[src/rtl/number_slot_pkg.sv]
// -----------------------------------------------------------------------------
// number_slot_pkg
// Shared types, constants and helpers for the collectible-digit slot manager.
//   slot_state_t    : per-slot lifecycle state
//   digit_t         : 4-bit digit value
//   LFSR_TAPS       : feedback mask for the 8-bit Fibonacci LFSR (taps 8,6,5,4)
//   TRANSPARENT_RGB : colour driven when no slot requests drawing
//   rotl8()         : 8-bit rotate-left, used to decorrelate simultaneous re-spawns
//   lfsr_to_digit() : folds a raw LFSR nibble into the range 1..dmax
// -----------------------------------------------------------------------------
package number_slot_pkg;

    typedef enum logic [1:0] {
        VISIBLE = 2'd0,
        HIDDEN  = 2'd1,
        FLASH   = 2'd2,
        DEAD    = 2'd3
    } slot_state_t;

    typedef logic [3:0] digit_t;

    localparam logic [7:0] LFSR_TAPS       = 8'hB8;
    localparam logic [7:0] TRANSPARENT_RGB = 8'hFF;
    localparam int         FRAME_CNT_W     = 4;

    function automatic logic [7:0] rotl8(input logic [7:0] x, input logic [2:0] amt);
        logic [7:0] r;
        logic [2:0] idx;
        r = '0;
        for (int b = 0; b < 8; b++) begin
            idx    = 3'(b) + amt;
            r[idx] = x[b];
        end
        return r;
    endfunction

    // A single conditional subtract, then 0 is promoted to 1 so a slot never
    // shows a worthless digit.
    function automatic digit_t lfsr_to_digit(input logic [7:0] x, input int dmax);
        logic [4:0] v;
        v = {1'b0, x[3:0]};
        if (int'(v) > dmax) begin
            v = v - 5'(dmax + 1);
        end
        if (v == 5'd0) begin
            v = 5'd1;
        end
        return v[3:0];
    endfunction

endpackage

[src/rtl/number_slot_ctrl.sv]
// -----------------------------------------------------------------------------
// number_slot_ctrl
// Lifecycle controller for one digit slot.
//
//   state   | meaning
//   --------+------------------------------------------------------------
//   VISIBLE | digit drawn, hits accepted
//   HIDDEN  | collected, waiting out the timeout, hits ignored
//   FLASH   | re-spawned, blinking with the frame bit, hits accepted
//   DEAD    | one-shot mode, collected for good until reset
//
// Ports:
//   clk_i, reset_i     clock, synchronous active-high reset
//   enable_i           low freezes the timer and drops hits
//   start_of_frame_i   one-clk frame pulse, timer decrements on it
//   hit_i              collision with this slot (level or pulse)
//   flash_bit_i        shared blink phase used while in FLASH
//   cand_digit_i       digit latched on re-spawn
//   show_o             slot is to be drawn
//   collect_o          hit accepted this cycle
//   value_o            current digit (pre-hit value while collect_o is high)
// -----------------------------------------------------------------------------
module number_slot_ctrl
    import number_slot_pkg::*;
#(
    parameter int         TIMEOUT_FRAMES = 450,
    parameter int         FLASH_FRAMES   = 64,
    parameter int         TIMER_W        = 9,
    parameter int         ONE_SHOT       = 0,
    parameter logic [3:0] RESET_DIGIT    = 4'd1
) (
    input  logic       clk_i,
    input  logic       reset_i,
    input  logic       enable_i,
    input  logic       start_of_frame_i,
    input  logic       hit_i,
    input  logic       flash_bit_i,
    input  logic [3:0] cand_digit_i,
    output logic       show_o,
    output logic       collect_o,
    output logic [3:0] value_o
);

    slot_state_t        state_q;
    logic [TIMER_W-1:0] timer_q;
    logic [3:0]         digit_q;

    logic frame_tick;
    logic terminal;

    assign frame_tick = enable_i & start_of_frame_i;
    // Terminal count is the 1 -> 0 step, so the transition happens on the
    // frame edge itself rather than one frame later.
    assign terminal   = (timer_q <= TIMER_W'(1));
    assign collect_o  = enable_i & hit_i & ((state_q == VISIBLE) | (state_q == FLASH));

    always_ff @(posedge clk_i) begin
        if (reset_i) begin
            state_q <= VISIBLE;
            timer_q <= '0;
            digit_q <= RESET_DIGIT;
        end else begin
            case (state_q)
                VISIBLE: begin
                    if (collect_o) begin
                        state_q <= HIDDEN;
                        timer_q <= TIMER_W'(TIMEOUT_FRAMES);
                    end
                end
                HIDDEN: begin
                    if (frame_tick) begin
                        if (terminal) begin
                            if (ONE_SHOT != 0) begin
                                state_q <= DEAD;
                                timer_q <= '0;
                            end else begin
                                digit_q <= cand_digit_i;
                                if (FLASH_FRAMES == 0) begin
                                    state_q <= VISIBLE;
                                    timer_q <= '0;
                                end else begin
                                    state_q <= FLASH;
                                    timer_q <= TIMER_W'(FLASH_FRAMES);
                                end
                            end
                        end else begin
                            timer_q <= timer_q - TIMER_W'(1);
                        end
                    end
                end
                FLASH: begin
                    // A hit outranks a coincident frame tick.
                    if (collect_o) begin
                        state_q <= HIDDEN;
                        timer_q <= TIMER_W'(TIMEOUT_FRAMES);
                    end else if (frame_tick) begin
                        if (terminal) begin
                            state_q <= VISIBLE;
                            timer_q <= '0;
                        end else begin
                            timer_q <= timer_q - TIMER_W'(1);
                        end
                    end
                end
                DEAD: begin
                    state_q <= DEAD;
                end
                default: begin
                    state_q <= VISIBLE;
                    timer_q <= '0;
                end
            endcase
        end
    end

    assign show_o  = (state_q == VISIBLE) | ((state_q == FLASH) & flash_bit_i);
    assign value_o = digit_q;

endmodule

[src/rtl/number_slot_manager.sv]
// -----------------------------------------------------------------------------
// number_slot_manager
// Owns SLOTS collectible digits: per-slot lifecycle, digit generation, score
// accumulation for the score block and the draw-request / colour merge for the
// VGA mux.
//
// Ports:
//   clk_i, reset_i    clock, synchronous active-high reset
//   enable_i          game running; low freezes timers, blink and hits
//   startOfFrame_i    one-clk pulse per VGA frame
//   hit_i             per-slot collision
//   slotDR_i          per-slot draw request from NUMBER_DISPLAY
//   slotRGB_i         per-slot colour, slot i at [8i+7:8i]
//   showNum_o         per-slot show flag to NUMBER_DISPLAY
//   digit_o           per-slot digit, slot i at [4i+3:4i]
//   anyDR_o           merged draw request (combinational)
//   rgbOut_o          merged colour, lowest drawing slot wins (combinational)
//   scoreValid_o      one-clk pulse when at least one slot was collected
//   scoreAdd_o        sum of the digits collected in that cycle
// -----------------------------------------------------------------------------
module number_slot_manager
    import number_slot_pkg::*;
#(
    parameter int         SLOTS          = 9,
    parameter int         TIMEOUT_FRAMES = 450,
    parameter int         FLASH_FRAMES   = 64,
    parameter int         TIMER_W        = 9,
    parameter int         ONE_SHOT       = 0,
    parameter int         DIGIT_MAX      = 9,
    parameter logic [7:0] LFSR_SEED      = 8'hA5,
    localparam int        SCORE_W        = $clog2(SLOTS * 16)
) (
    input  logic                 clk_i,
    input  logic                 reset_i,
    input  logic                 enable_i,
    input  logic                 startOfFrame_i,
    input  logic [SLOTS-1:0]     hit_i,
    input  logic [SLOTS-1:0]     slotDR_i,
    input  logic [SLOTS*8-1:0]   slotRGB_i,
    output logic [SLOTS-1:0]     showNum_o,
    output logic [SLOTS*4-1:0]   digit_o,
    output logic                 anyDR_o,
    output logic [7:0]           rgbOut_o,
    output logic                 scoreValid_o,
    output logic [SCORE_W-1:0]   scoreAdd_o
);

    logic [7:0]             lfsr_q, lfsr_d;
    logic [FRAME_CNT_W-1:0] frame_q, frame_d;
    logic                   score_valid_q, score_valid_d;
    logic [SCORE_W-1:0]     score_add_q, score_add_d;
    logic [SLOTS-1:0]       collect;
    logic [SLOTS-1:0]       drawing;
    logic                   flash_bit;

    // Free-running value generator; keeps stepping while the game is paused
    // so pauses do not make re-spawn values predictable.
    assign lfsr_d = {lfsr_q[6:0], ^(lfsr_q & LFSR_TAPS)};

    // Frame counter runs downward from 0, so the first frame after reset
    // lands on 4'hF and the blink starts in its "on" half.
    assign frame_d   = (enable_i & startOfFrame_i) ? (frame_q - FRAME_CNT_W'(1)) : frame_q;
    assign flash_bit = frame_q[3];

    for (genvar i = 0; i < SLOTS; i++) begin : g_slot
        logic [3:0] cand_digit;

        // Rotating per slot keeps simultaneous re-spawns from all showing
        // the same value.
        assign cand_digit = lfsr_to_digit(rotl8(lfsr_q, 3'(i)), DIGIT_MAX);

        number_slot_ctrl #(
            .TIMEOUT_FRAMES (TIMEOUT_FRAMES),
            .FLASH_FRAMES   (FLASH_FRAMES),
            .TIMER_W        (TIMER_W),
            .ONE_SHOT       (ONE_SHOT),
            .RESET_DIGIT    (4'((i % DIGIT_MAX) + 1))
        ) u_slot (
            .clk_i            (clk_i),
            .reset_i          (reset_i),
            .enable_i         (enable_i),
            .start_of_frame_i (startOfFrame_i),
            .hit_i            (hit_i[i]),
            .flash_bit_i      (flash_bit),
            .cand_digit_i     (cand_digit),
            .show_o           (showNum_o[i]),
            .collect_o        (collect[i]),
            .value_o          (digit_o[i*4 +: 4])
        );
    end

    always_comb begin
        score_add_d   = '0;
        score_valid_d = |collect;
        for (int i = 0; i < SLOTS; i++) begin
            if (collect[i]) begin
                score_add_d = score_add_d + SCORE_W'(digit_o[i*4 +: 4]);
            end
        end
    end

    always_ff @(posedge clk_i) begin
        if (reset_i) begin
            lfsr_q        <= LFSR_SEED;
            frame_q       <= '0;
            score_valid_q <= 1'b0;
            score_add_q   <= '0;
        end else begin
            lfsr_q        <= lfsr_d;
            frame_q       <= frame_d;
            score_valid_q <= score_valid_d;
            score_add_q   <= score_add_d;
        end
    end

    assign scoreValid_o = score_valid_q;
    assign scoreAdd_o   = score_add_q;

    assign drawing = slotDR_i & showNum_o;
    assign anyDR_o = |drawing;

    // Walk from the top so the lowest drawing index is the last assignment.
    always_comb begin
        rgbOut_o = TRANSPARENT_RGB;
        for (int i = SLOTS - 1; i >= 0; i--) begin
            if (drawing[i]) begin
                rgbOut_o = slotRGB_i[i*8 +: 8];
            end
        end
    end

endmodule

[config.mk]
export PLATFORM = sky130hd
export DESIGN_NAME = number_slot_manager
export DESIGN_NICKNAME = d
export VERILOG_FILES = /design/src/rtl/number_slot_pkg.sv /design/src/rtl/number_slot_ctrl.sv /design/src/rtl/number_slot_manager.sv
export SDC_FILE = /design/constraint.sdc
export NUM_CORES = 1
export LEC_CHECK = 0
export ABC_CLOCK_PERIOD_IN_PS = 9000
export CAP_MARGIN = 20
export CORE_UTILIZATION = 50
export DETAILED_ROUTE_END_ITERATION = 8
export PLACE_DENSITY = 0.76
export SKIP_CTS_REPAIR_TIMING = 1
export SLEW_MARGIN = 20
export SYNTH_ARGS = -nofsm -noshare
export SYNTH_HDL_FRONTEND = slang
export SYNTH_SLANG_ARGS = --single-unit
[constraint.sdc]
create_clock -name clk_i -period 9 [get_ports clk_i]
set_input_delay 1.8 -clock clk_i [delete_from_list [all_inputs] [get_ports clk_i]]
set_output_delay 1.8 -clock clk_i [all_outputs]
set_load 0.05 [all_outputs]
==> results by group, run 1 <==
Logic synthesis
  – Yosys warnings: 0
  – Mapped Cells: 1598
  – Synthesized area per cell: 7.50 sq um
  – Primary FF master, synth: dfxtp_1
  – #FFs+latches synth: 156
  – Unique masters post-synth: 67
  – Sequential area share after synthesis: 0.261
  – Share of flip-flops with an asynchronous set or reset: 0
  – Net count after synthesis: 1820
  – Post-synth EDFFs: 0
  – Post-Syn Area: 0.0120 sq mm

Timing
  – Worst Max-Slew Pin Slew: 1070 ps
  – Setup Skew: 7.82 ps
  – Post-route setup slack: 233 ps
  – Fin. max-slew vios: 0
  – Max Freq: 0.114 GHz
  – Hold_ws: 482 ps
  – Final cycle utilization of the critical path: 0.974
  – Fin. Hold Viols: 0
  – # setup viols final: 0
  – Min cycle time layout: 8770 ps
  – Rel. slew slack: 0.275

Die
  – Die area: 0.0246 sq mm
  – Io pins: 157
  – Starting density of the core: 0.511
  – Core Footprint: 0.0235 sq mm
  – Rows: 56
  – Chip height: 157 um
  – Die X: 157 um

Routing
  – DRC: 0
  – Via count: 11800
  – WL final: 33300 um
  – DR pass1 iterations: 5
  – Remaining antenna violation count after routing: 0
  – 1st-iter DRT viols: 804
  – Via density: 5.57
  – Wire length per cell: 15.7 um

GRT
  – First-pass GRT wire length: 51300 um
  – Number of global-route vias before repair: 10500
  – Largest net degree at the start of global routing: 77
  – Total Routing Usage GR: 0.261
  – Gr ovfl total: 0
  – Initial antenna violation count: 0

Clocking
  – CTS tree: done
  – CTS Buffer Depth: 2
  – Worst-Skew Late Latency: 440 ps
  – Clock-pin slew on the worst setup and hold paths: 60 ps
  – CTS Buf Count: 17
  – Clock Sinks: 156
  – H-tree depth: 4
  – Clock Tree Root: clkbuf_16

Place
  – Detail Placement HPWL: 24900 um
  – Cell Area, Placed: 0.0141 sq mm
  – Placed Instances: 2068
  – Port-buffer cells: 156
  – Post-place setup slack: -969 ps
  – Placer Congestion: 0.879

Critical path
  – Worst EP required: 9370 ps
  – Cell mode on critical path: a21oi_2
  – Setup crit end kind: flop
  – Crit path largest cell delay: 590 ps
  – Critical Path Start Type: primary input
  – Reg2Reg Setup Slack: 780 ps
  – Critical path fanouts, max: 4
  – Crit path DAT: 9140 ps
  – Kind of critical path: in2reg
  – Slowest CP cell: fa_2

Hold path
  – Hold/Removal Path Class: reg2reg

Status
  – Status: finished, final reports clean

Pwr
  – Pwr Density: 314 mW/mm^2
  – Pleak: 6.28 nW
  – Worst ir drop on vdd: 0.171 mV

Final layout
  – Final Instance Count excl. Fillers: 2113
  – Design Area, Final: 0.0150 sq mm
  – Nets: 2003
  – Commonest non-fill, non-tap cell in the layout: nor2_1
  – Most frequent cells in the layout: nor2_1, dfxtp_1, clkdlybuf4s50_1
  – FILL cells: 1984
  – ANT cells: 0
  – Layout cells sized above 1: 0.108
  – Area grow syn2layout: 25.2%

Job
  – Max-Cap Viols: 0
[final cells by class]
type,instances,area (sq um),share of cell area
well taps,319,399,0.0266
clock inverters,12,113,0.00750
repair buffers,223,2050,0.137
inverters,100,375,0.0250
clock buffers,20,457,0.0304
flip-flops and latches,156,3120,0.208
multi-input cells,1283,8490,0.566
[stage by stage]
stage | power (mW) | util | TNS (ps)
6_report | 4.71 | 0.639 | 0
5_1_grt | 5.07 | 0.639 | -439
4_1_cts | 4.54 | 0.624 | -1820
3_5_place_dp | 3.81 | 0.600 | -4370
3_3_place_gp | 3.75 | 0.600 | -2910
2_1_floorplan | 3.12 | - | 0
[synth_stat cells, types with 4 or more instances]
library cell	count	area [sq um]
nand2_1	96	360
and2_1	13	81.3
a211o_1	15	131
mux2i_1	32	320
or4_1	12	90.1
o21a_1	8	60.1
a211oi_1	23	173
fa_1	8	160
and3_1	5	31.3
buf_4	11	82.6
ha_1	120	1500
nand2b_1	8	50.1
o21ai_0	69	345
inv_1	100	375
o21bai_1	4	30.0
a311oi_1	12	105
a21oi_1	149	746
a41oi_1	4	35.0
nor3_1	51	255
o21ai_1	5	25.0
o22ai_1	10	62.6
nor2_1	338	1270
or2_2	13	81.3
o221ai_1	7	61.3
nor2b_1	26	163
nand4_1	5	31.3
a221oi_1	9	78.8
xor2_1	22	193
o211ai_1	8	60.1
clkbuf_1	44	165
xnor2_1	57	499
a21o_1	22	165
mux2_2	9	101
a31oi_1	8	50.1
nor3b_1	5	37.5
nor4_1	20	125
dfxtp_1	156	3120
nand3_1	46	230
[cells by family (layout without fill, tap and decap cells)]
kind of cell / after synthesis / after routing / share of synthesized area
XOR/XNOR: 83 / 83 / 0.0641
adder cells (fa/ha/maj): 128 / 128 / 0.139
AO/OA/AOI/OAI: 380 / 380 / 0.203
multiplexers: 44 / 44 / 0.0389
AND/OR/NAND/NOR: 648 / 648 / 0.241
buffers and inverters: 159 / 355 / 0.0547
flip-flops: 156 / 156 / 0.261
[worst paths after layout]
path,from,endpoint,cells past startpoint
max,hit_i[0],scoreAdd_o[7]$_SDFF_PP0_,42
min,g_slot[5].u_slot.timer_q[7]$_SDFFE_PP0P_,g_slot[5].u_slot.timer_q[7]$_SDFFE_PP0P_,2
max reg2reg,g_slot[0].u_slot.state_q[0]$_SDFFE_PP0P_,scoreAdd_o[7]$_SDFF_PP0_,43
min reg2reg,g_slot[5].u_slot.timer_q[7]$_SDFFE_PP0P_,g_slot[5].u_slot.timer_q[7]$_SDFFE_PP0P_,2
[sequential cells by signal, indices dropped and copies added, names as in the netlist]
signal	cells
scoreValid_o	1
g_slot.u_slot.timer_q	81
frame_q	4
scoreAdd_o	8
lfsr_q	8
g_slot.u_slot.state_q	18
g_slot.u_slot.value_o	36
[routing by layer]
| layer | wire length [um] | vias to the layer above | GRT usage |
|---|---|---|---|
| met5 | 0 | - | 0 |
| li1 | - | 5914 | - |
| met3 | 1670 | 63 | 0.0507 |
| met1 | 15300 | 5494 | 0.350 |
| met4 | 951 | 0 | 0.102 |
| met2 | 15300 | 298 | 0.412 |
[critical path, delay by kind of cell]
kind / cells / cell delay, ps
muxes: 2 / 260
AOI/OAI and AO/OA: 14 / 2110
buffers and inverters: 6 / 520
xor gates and xnor gates: 1 / 110
and+or+nand+nor: 10 / 1180
adders and majority gates: 9 / 3130
[report_power, final]
| group | total, mW | switching (mW) | internal [mW] |
|---|---|---|---|
| Sequential | 1.06 | 0.184 | 0.879 |
| Combinational | 2.93 | 1.71 | 1.22 |
| Clock | 0.711 | 0.314 | 0.397 |
Note: power is estimated with default switching activity, not from simulation.
==> run 2, diff against run 1 <==
--- a/config.mk
+++ b/config.mk
@@ -5,11 +5,11 @@
 export SDC_FILE = /design/constraint.sdc
 export NUM_CORES = 1
 export LEC_CHECK = 0
-export ABC_CLOCK_PERIOD_IN_PS = 9000
+export ABC_CLOCK_PERIOD_IN_PS = 8150
 export CAP_MARGIN = 20
 export CORE_UTILIZATION = 50
 export DETAILED_ROUTE_END_ITERATION = 8
-export PLACE_DENSITY = 0.76
+export PLACE_DENSITY = 0.73
 export SKIP_CTS_REPAIR_TIMING = 1
 export SLEW_MARGIN = 20
 export SYNTH_ARGS = -nofsm -noshare
==> constraint.sdc (replaced) <==
create_clock -name clk_i -period 8.15 [get_ports clk_i]
set_input_delay 1.63 -clock clk_i [delete_from_list [all_inputs] [get_ports clk_i]]
set_output_delay 1.63 -clock clk_i [all_outputs]
set_load 0.05 [all_outputs]
==> run 2 against run 1 <==
The run now ends with setup timing left. Flip-flop and latch count did not move. First-iteration DRC count rose by 0.12%. Via count fell by 0.69%. Register-to-register slack got worse by 650 ps. Die area did not move. Critical path type unchanged. Largest cell class unchanged. Largest power group unchanged.
==> results by group, run 2 (synthesis gave the netlist of run 1 again) <==
Status
  – Status: finished, violations left
  – Failing checks: setup timing

Timing
  – Setup Skew: 9.80 ps (+1.98 ps)
  – Final cycle utilization of the critical path: 1.05
  – Rel. slew slack: 0.448 (+0.173)
  – Fin Setup TNS: -1420 ps (-1420 ps)
  – # setup viols final: 5 (+5)
  – Fin. max-slew vios: 0 (unchanged)
  – Max Freq: 0.117 GHz
  – Hold_ws: 488 ps (+6.54 ps)
  – Worst Max-Slew Pin Slew: 829 ps (-245 ps)
  – Post-route setup slack: -428 ps (-661 ps)
  – Min cycle time layout: 8580 ps
  – RSZ-0062 raised after global routing: true
  – Fin. Hold Viols: 0 (unchanged)

Place
  – Port-buffer cells: 156 (unchanged)
  – Placed Instances: 2073 (+0.24%)
  – Placer Congestion: 0.865 (-1.5%)
  – Post-place setup slack: -1560 ps (-590 ps)
  – Detail Placement HPWL: 24500 um (-1.6%)

Critical path
  – Kind of critical path: in2reg
  – R2R depth: 40 (-7.0%)
  – Crit path largest cell delay: 520 ps (-70 ps)
  – R2r endpoint: scoreAdd_o[5]$_SDFF_PP0_
  – Reg2Reg Setup Slack: 130 ps (-650 ps)
  – Slowest CP cell: fa_1
  – R2r startpoint: g_slot[0].u_slot.state_q[0]$_SDFFE_PP0P_
  – Crit path DAT: 8870 ps (-270 ps)
  – Critical Path Start Type: primary input
  – Critical path fanouts, max: 3 (-1)
  – Worst EP required: 8440 ps (-930 ps)
  – Setup crit end kind: flop

GRT
  – Largest net degree at the start of global routing: 77 (unchanged)
  – Number of global-route vias before repair: 10700 (+2.0%)
  – Initial antenna violation count: 0 (unchanged)
  – First-pass GRT wire length: 52000 um (+1.2%)
  – Total Routing Usage GR: 0.262 (+0.000777)
  – Gr ovfl total: 0 (unchanged)

Clocking
  – CTS Buffer Depth: 2 (unchanged)
  – H-tree depth: 4 (unchanged)
  – Worst-Skew Late Latency: 430 ps (about the same)
  – CTS Buf Count: 17 (unchanged)
  – Clock Sinks: 156 (unchanged)
  – CTS tree: done
  – Clock-pin slew on the worst setup and hold paths: 60 ps (about the same)
  – Clock Tree Root: clkbuf_16

Final layout
  – Commonest non-fill, non-tap cell in the layout: nor2_1
  – Largest Register: g_slot.u_slot.timer_q
  – ANT cells: 0 (unchanged)
  – Area grow syn2layout: 25.6%
  – Layout cells sized above 1: 0.109 (+0.000994)
  – Max reg flops: 81 (unchanged)
  – Nets: 2005 (+0.10%)
  – Core Util, Final: 0.641 (+0.00197)
  – Final Instance Count excl. Fillers: 2115 (+0.095%)
  – Most frequent cells in the layout: nor2_1, dfxtp_1, clkdlybuf4s50_1

Pwr
  – Pwr Density: 343 mW/mm^2 (+9.4%)
  – Worst ir drop on vdd: 0.239 mV (+40%)
  – Pleak: 6.30 nW (+0.39%)

Routing
  – Remaining antenna violation count after routing: 0 (unchanged)
  – 1st-iter DRT viols: 805 (+0.12%)
  – Via density: 5.53 (-0.78%)
  – Via count: 11700 (-0.69%)
  – WL final: 32500 um (-2.2%)
  – DR pass1 iterations: 5 (unchanged)
  – DRC: 0 (unchanged)
  – Wire length per cell: 15.4 um (-2.3%)

Hold path
  – Worst hold start: g_slot[5].u_slot.timer_q[7]$_SDFFE_PP0P_
  – Worst Hold Path EP: g_slot[5].u_slot.timer_q[7]$_SDFFE_PP0P_
  – Hold path depth: 2 (unchanged)
  – Hold/Removal Path Class: reg2reg

Die
  – Chip height: 157 um (unchanged)
  – Core Footprint: 0.0235 sq mm (unchanged)
  – Rows: 56 (unchanged)
  – Die area: 0.0246 sq mm (unchanged)
  – Die X: 157 um (unchanged)
  – Io pins: 157 (unchanged)
  – Starting density of the core: 0.511 (unchanged)

Job
  – Max-Cap Viols: 0 (unchanged)
-- run 2: worst max-delay path by stage --
stage / start / end / slack [ps] / cells past startpoint
CTS: hit_i[0] / scoreAdd_o[7]$_SDFF_PP0_ / -1130 / 42
global route: enable_i / scoreAdd_o[5]$_SDFF_PP0_ / -830 / 39
floorplan: enable_i / scoreAdd_o[7]$_SDFF_PP0_ / -470 / 44
global placement: hit_i[0] / scoreAdd_o[7]$_SDFF_PP0_ / -1270 / 45
detailed placement: hit_i[0] / scoreAdd_o[7]$_SDFF_PP0_ / -1560 / 42
finish: hit_i[0] / scoreAdd_o[5]$_SDFF_PP0_ / -430 / 39
-- run 2: area by class of cell --
cell class | instances | area [sq um]
inverters | 100 | 375
flip-flops and latches | 156 | 3120
multi-input cells | 1283 | 8480
well taps | 319 | 399
repair buffers | 225 | 2080
clock buffers | 20 | 457
fillers | 2026 | 8420
clock inverters | 12 | 138
-- run 2: metrics by stage --
step           area, sq um  power (mW)
2_1_floorplan        12100        3.47
3_3_place_gp         14200        4.14
3_5_place_dp         14200        4.21
4_1_cts              14800        5.05
5_1_grt              15100        5.59
6_report             15100        5.16
-- run 2: report_power, final --
part	leakage [nW]	switching, mW	internal (mW)
combinational	4.74	1.87	1.31
sequential	1.28	0.203	0.970
clock	0.287	0.341	0.470
-- run 2: critical path: cells and delay by family --
| kind | cells | cell delay [ps] |
|---|---|---|
| adders and majority gates | 9 | 3710 |
| xor gates and xnor gates | 1 | 150 |
| muxes | 3 | 640 |
| AOI/OAI and AO/OA | 9 | 1420 |
| and+or+nand+nor | 9 | 650 |
| buffers and inverters | 8 | 690 |
-- run 2: layer usage --
metal  wire length [um]  part of all wire  up-vias  track usage
met1              14600              0.45     5435        0.340
li1                   -                 -     5946            -
met5                  0                 0        -            0
met4                750             0.023        0       0.0906
met3               1710             0.053       47       0.0460
met2              15400              0.47      260        0.435
